==> config.mk <==
export PLATFORM = sky130hd
export DESIGN_NAME = stream_probe_recorder
export DESIGN_NICKNAME = d
export VERILOG_FILES = /design/src/rtl/stream_probe_pkg.sv /design/src/rtl/probe_rec_fifo.sv /design/src/rtl/stream_probe_recorder.sv
export SDC_FILE = /design/constraint.sdc
export NUM_CORES = 2
export LEC_CHECK = 0
export BUFFER_PORTS_ARGS = -buffer_cell sky130_fd_sc_hd__buf_2
export CAP_MARGIN = 20
export CORE_MARGIN = 1.5
export CORE_UTILIZATION = 40
export DETAILED_ROUTE_END_ITERATION = 16
export PLACE_DENSITY_LB_ADDON = 0.15
export SETUP_SLACK_MARGIN = 0.1
export SLEW_MARGIN = 20
export SYNTH_ARGS = -nofsm -noshare
export SYNTH_HDL_FRONTEND = slang
export SYNTH_SLANG_ARGS = --single-unit
==> constraint.sdc <==
create_clock -name CLK -period 7.2 [get_ports CLK]
set_input_delay 2.16 -clock CLK [delete_from_list [all_inputs] [get_ports CLK]]
set_output_delay 2.16 -clock CLK [all_outputs]
set_load 0.005 [all_outputs]
==> src/rtl/stream_probe_pkg.sv <==
// Shared types and helpers for the stream probe recorder: the captured record
// layout and the saturating increment used by the statistics counters.
package stream_probe_pkg;

    localparam int REC_DATA_W = 64;
    localparam int REC_TS_W   = 32;
    localparam int SAT_MAX_W  = 64;

    typedef struct packed {
        logic [REC_DATA_W-1:0] data;
        logic [REC_TS_W-1:0]   ts;
    } probe_rec_t;

    // Increments value, holding at the all-ones pattern of a width-bit counter.
    function automatic logic [SAT_MAX_W-1:0] sat_inc(input logic [SAT_MAX_W-1:0] value,
                                                      input int width);
        logic [SAT_MAX_W-1:0] max_val;
        if (width >= SAT_MAX_W)
            max_val = '1;
        else
            max_val = (SAT_MAX_W'(1) << width) - SAT_MAX_W'(1);
        return (value >= max_val) ? max_val : value + SAT_MAX_W'(1);
    endfunction

endpackage

==> src/rtl/probe_rec_fifo.sv <==
// Single-clock record FIFO with a registered head word. The head register is
// part of the occupancy, so the backing memory holds at most DEPTH-1 entries.
module probe_rec_fifo
    import stream_probe_pkg::*;
#(
    parameter int WIDTH = 96,
    parameter int DEPTH = 16,
    localparam int PTR_W = $clog2(DEPTH),
    localparam int LVL_W = $clog2(DEPTH) + 1
) (
    input  logic             clk,
    input  logic             rst,
    input  logic             wr_en,
    input  logic [WIDTH-1:0] wr_data,
    input  logic             rd_en,
    output logic [WIDTH-1:0] rd_data,
    output logic             rd_vld,
    output logic             full,
    output logic [LVL_W-1:0] level
);

    logic [WIDTH-1:0] mem [DEPTH];
    logic [PTR_W-1:0] wr_ptr;
    logic [PTR_W-1:0] rd_ptr;
    logic [LVL_W-1:0] level_p1;
    logic [WIDTH-1:0] head_p1;
    logic             pop;
    logic             push;
    logic             mem_has_data;
    logic             load_head;
    logic             mem_wr;

    assign rd_vld       = (level_p1 != '0);
    assign full         = (level_p1 == LVL_W'(DEPTH));
    assign pop          = rd_en & rd_vld;
    // When full, a push is only accepted if the head leaves in the same cycle.
    assign push         = wr_en & (!full | pop);
    assign mem_has_data = (level_p1 > LVL_W'(1));
    assign load_head    = pop | !rd_vld;
    assign mem_wr       = push & !(load_head & !mem_has_data);

    assign rd_data = head_p1;
    assign level   = level_p1;

    // Stage p1: occupancy, pointers and head register
    always_ff @(posedge clk) begin
        if (rst) begin
            level_p1 <= '0;
            wr_ptr   <= '0;
            rd_ptr   <= '0;
            head_p1  <= '0;
        end else begin
            level_p1 <= level_p1 + LVL_W'(push) - LVL_W'(pop);
            if (mem_wr)
                wr_ptr <= wr_ptr + PTR_W'(1);
            if (load_head) begin
                if (mem_has_data) begin
                    head_p1 <= mem[rd_ptr];
                    rd_ptr  <= rd_ptr + PTR_W'(1);
                end else if (push) begin
                    head_p1 <= wr_data;
                end
            end
        end
    end

    always_ff @(posedge clk) begin
        if (mem_wr)
            mem[wr_ptr] <= wr_data;
    end

endmodule

==> src/rtl/stream_probe_recorder.sv <==
// Passive valid/ready probe: timestamps completed transfers into a record FIFO
// and keeps saturating transfer, stall and drop statistics.
module stream_probe_recorder
    import stream_probe_pkg::*;
#(
    parameter int DATA_WIDTH = 64,
    parameter int FIFO_DEPTH = 16,
    parameter int TS_WIDTH   = 32,
    parameter int CNT_WIDTH  = 32
) (
    input  logic                        CLK,
    input  logic                        RESET,
    input  logic                        ENABLE,
    input  logic                        CLEAR,
    input  logic [DATA_WIDTH-1:0]       PROBE_DATA,
    input  logic                        PROBE_VLD,
    input  logic                        PROBE_RDY,
    output logic [DATA_WIDTH-1:0]       REC_DATA,
    output logic [TS_WIDTH-1:0]         REC_TS,
    output logic                        REC_VLD,
    input  logic                        REC_RDY,
    output logic [CNT_WIDTH-1:0]        CNT_XFER,
    output logic [CNT_WIDTH-1:0]        CNT_STALL,
    output logic [CNT_WIDTH-1:0]        CNT_DROP,
    output logic                        OVERFLOW,
    output logic [$clog2(FIFO_DEPTH):0] FIFO_LEVEL
);

    localparam int REC_W = DATA_WIDTH + TS_WIDTH;

    logic [TS_WIDTH-1:0] ts_p0;
    logic                ev_capture;
    logic                ev_stall;
    logic                ev_drop;
    logic                rec_pop;
    logic                fifo_full;
    logic [REC_W-1:0]    rec_head;

    // CLEAR wins over the stored count, but an event in the same cycle still lands.
    function automatic logic [CNT_WIDTH-1:0] cnt_next(input logic [CNT_WIDTH-1:0] cur,
                                                      input logic ev,
                                                      input logic clr);
        if (clr)
            return CNT_WIDTH'(ev);
        if (ev)
            return CNT_WIDTH'(sat_inc(SAT_MAX_W'(cur), CNT_WIDTH));
        return cur;
    endfunction

    // Stage p0: event decode on the probed bus
    assign ev_capture = ENABLE & PROBE_VLD & PROBE_RDY;
    assign ev_stall   = ENABLE & PROBE_VLD & !PROBE_RDY;
    assign rec_pop    = REC_VLD & REC_RDY;
    assign ev_drop    = ev_capture & fifo_full & !rec_pop;

    always_ff @(posedge CLK) begin
        if (RESET)
            ts_p0 <= '0;
        else
            ts_p0 <= ts_p0 + TS_WIDTH'(1);
    end

    // Stage p1: statistics registers
    always_ff @(posedge CLK) begin
        if (RESET) begin
            CNT_XFER  <= '0;
            CNT_STALL <= '0;
            CNT_DROP  <= '0;
            OVERFLOW  <= 1'b0;
        end else begin
            CNT_XFER  <= cnt_next(CNT_XFER, ev_capture, CLEAR);
            CNT_STALL <= cnt_next(CNT_STALL, ev_stall, CLEAR);
            CNT_DROP  <= cnt_next(CNT_DROP, ev_drop, CLEAR);
            if (CLEAR)
                OVERFLOW <= ev_drop;
            else if (ev_drop)
                OVERFLOW <= 1'b1;
        end
    end

    probe_rec_fifo #(
        .WIDTH (REC_W),
        .DEPTH (FIFO_DEPTH)
    ) u_fifo (
        .clk     (CLK),
        .rst     (RESET),
        .wr_en   (ev_capture),
        .wr_data ({PROBE_DATA, ts_p0}),
        .rd_en   (REC_RDY),
        .rd_data (rec_head),
        .rd_vld  (REC_VLD),
        .full    (fifo_full),
        .level   (FIFO_LEVEL)
    );

    assign {REC_DATA, REC_TS} = rec_head;

endmodule
==> metrics.md <==
| Metric | Value |
|---|---|
| Status | `finished clean` |
| Power share of the clock group | `35.8%` |
| Remaining antenna violation count | `0` |
| Worst slack, placed | `1.76 ns` |
| Flops & latches, synth | `1778` |
| Hold Path Stages | `1` |
| WL/cell | `27.5 µm` |
| Post-CTS sizing | `0` |
| First-pass GRT wire length | `275 mm` |
| Slew Limit Fails | `0` |
| WP data required | `around 7.7 ns` |
| Top cell type's share of synthesized area | `65.7%` |
| Total clock sinks | `approximately 1.8k` |
| Post-route DRC | `0` |
| Worst Path Arrival | `between 5 and 6 ns` |
| Post-synth EDFFs | `1536` |
| # rows | `153` |
| Detailed Routing Iterations Pass 1 | `5` |
| P&R area growth vs syn | `14.7%` |
| Synth cell types | `75` |
| TritonCTS clock tree | `built` |
| Yosys top cell by area | `edfxtp_1` |
| YS warnings | `0` |
| Relative slew slack | `29.4%` |
| Vias in the first global route | `39.0k` |
| Power per cell area | `330 mW/mm²` |
| Post-synthesis sequential area ratio | `72.6%` |
| R2R Path Start | `u_fifo.level[1]` |
| Core area | `approximately 0.17 mm²` |
| Ys async rst share | `0%` |
| Sw power | `0.00765 W` |
| Gate count after technology mapping | `4089` |
| Share of post-route cells with drive strength above 1 | `19.2%` |
| Layout net count | `between 4k and 5k` |
| Initial antenna violation count | `7` |
| Hpwl dp | `105 mm` |
| Max-Cap Viols | `0` |
| DP Area | `about 0.074 mm²` |
| Hold Vio Cnt, Final | `0` |
| Sum of negative setup slack | `0 ns` |
| GRT overflow | `0` |
| Gpl congestion | `0.808` |
| Clock skew | `0.0269 ns` |
| DR vias | `slightly below 40k` |
| Total GRT Usage | `a little over a fifth` |
| Commonest cells after routing, fill and taps aside | `edfxtp_1, mux2i_1, buf_2` |
| Kind of critical path | `in -> reg` |
| Largest net degree at the start of global routing | `143` |
| Achievable frequency | `217 MHz` |
| Post-Synthesis Net Count | `4179` |
| Post-Syn Area per Cell | `~17 µm²` |
| # Post-CTS Setup Buffers | `0` |
| Register area | `0.0510 mm²` |
| Worst R2R Path Depth | `8` |
| Final WL | `between 150 and 200 mm` |
| Port-buffer cells | `269` |
| Most common cell after layout, fill and taps aside | `edfxtp_1` |
| Mean number of vias per cell | `5.76` |
| CP Launch Point | `PROBE_VLD` |
| WHS | `about 0.44 ns` |
| Pleak | `26.2 nW` |
| Min Tclk post-route | `4.60 ns` |
| Die ar. | `0.178 mm²` |
| Worst setup margin | `2.60 ns` |
| Final number of setup-violating endpoints | `0` |
| CTS Root Cell | `clkbuf_16` |
| Maximum root-to-sink buffer count | `3` |
| Crit-path max FO | `42` |
| Clock Pin Slew Worst Setup and Hold Paths | `0.05 ns` |
| Power Internal | `0.0189 W` |
| Hold_buf cts | `0` |
| Final Cycle Share | `63.9%` |
| # fillers | `14.9k` |
| Logic gate share of total power | `20.4%` |
| Synth top area cells | `edfxtp_1, dfxtp_1, mux4_2` |
| Proportion of power drawn by flip-flops and latches | `43.8%` |
| Ys flop type | `edfxtp_1` |
| Die W | `422 µm` |
| Skew-Pair Late Insertion Delay | `0.84 ns` |
| RSZ-0062 raised after global routing | `no` |
| Worst-Margin Slew | `about 1.1 ns` |
| Startpoint Class | `input port` |
| Initial Utilization | `around two fifths` |
| Synthesized cell area | `0.0702 mm²` |
| DIE HEIGHT | `422 µm` |
| Net Sw Frac | `28.8%` |
| VDD IR max | `around 250 µV` |
| R2R setup slack | `3.34 ns` |
| Multi-input logic area | `0.0182 mm²` |
| Crit. End Element | `flop` |
| Worst hold-check path type | `reg -> reg` |
| Hold_sp | `ts_p0[0]` |
| 1st-iter DRT viols | `roughly 3.7k` |
| CTS HTree Levels | `4` |
| Finished layout cell area | `0.0805 mm²` |
| TritonCTS buffer count | `189` |
| I/O pin cnt | `270` |
metal layers:
metal | vias up | track usage, % | share of wire [%]
met1 | 20600 | 29.9 | 46
met4 | 2 | 5.61 | 2.1
met2 | 1235 | 32.5 | 46
li1 | 17400 | - | -
met3 | 252 | 3.84 | 6.0
met5 | - | 0 | 0.0037
worst max-delay path, stage by stage:
cell and delay [ns]:
buf_2 0.15, and3_1 0.18, buf_4 0.26, nand2_1 0.24
nor2_2 0.68, and3_4 0.94, buf_4 0.41
power by group through the flow:
stage,clock (W),combinational [W],sequential (W)
after floorplan,0,0.00353,0.0118
after global placement,0,0.00542,0.0119
after detailed placement,0,0.00546,0.0119
after CTS,0.00971,0.00547,0.0117
after global routing,0.0101,0.00581,0.0117
final,0.00952,0.00541,0.0117
registers in the layout, indices dropped and copies added (netlist names), named ones only:
| signal | count |
|---|---|
| CNT_DROP | 32 |
| CNT_STALL | 32 |
| CNT_XFER | 32 |
| OVERFLOW | 1 |
| ts_p0 | 32 |
| u_fifo.level | 5 |
| u_fifo.mem | 1536 |
| u_fifo.rd_data | 96 |
| u_fifo.rd_ptr | 4 |
| u_fifo.wr_ptr | 4 |
synthesized netlist by cell type, drive strengths merged, types with 10 or more instances:
master / instances
nor2: 180
nor4: 18
a221oi: 173
and3: 53
a221o: 19
nand2: 41
buf: 95
nor4b: 67
nor3b: 81
dfxtp: 242
and2: 12
o21ai: 127
xor2: 25
a311oi: 15
edfxtp: 1536
a22oi: 62
clkbuf: 167
nand2b: 16
and4: 30
mux2i: 386
a21o: 18
a211o: 81
nand3: 53
nand4: 32
inv: 25
a211oi: 55
mux4: 192
ha: 18
nor2b: 10
a21oi: 80
a31oi: 42
o311ai: 16
nor3: 56
area by class of cell:
class	instances	area share (%)
well taps	2325	3.61
repair buffers	350	2.86
inverters	26	0.127
diodes	1	0.00311
flip-flops and latches	1778	63.3
clock inverters	82	0.908
clock buffers	273	6.62
multi-input cells	2022	22.5
path summary, 6_finish.rpt:
kind                              to
setup reg to reg  u_fifo.mem[13][62]
hold reg to reg             ts_p0[0]
hold / removal              ts_p0[0]
setup / recovery  u_fifo.mem[13][62]
cells by family (layout without fill, tap and decap cells):
kind of cell / Yosys count / after routing / synth area share (%)
AOI/OAI and AO/OA: 720 / 720 / 7.54
xor gates and xnor gates: 33 / 33 / 0.412
adders and majority gates: 19 / 19 / 0.349
buffers and inverters: 289 / 731 / 1.73
DFF: 1778 / 1778 / 72.6
muxes: 578 / 578 / 11.7
other: 0 / 1 / 0
and+or+nand+nor: 672 / 672 / 5.69
through the flow:
stage	std cells	util (%)	power (W)
finish	6857	46.3	0.0266
global route	6857	46.3	0.0276
CTS	6855	46.3	0.0268
detailed placement	6500	42.8	0.0173
global placement	6497	42.7	0.0173
floorplan	4089	-	0.0153
Power figures use the tool's default switching activity.
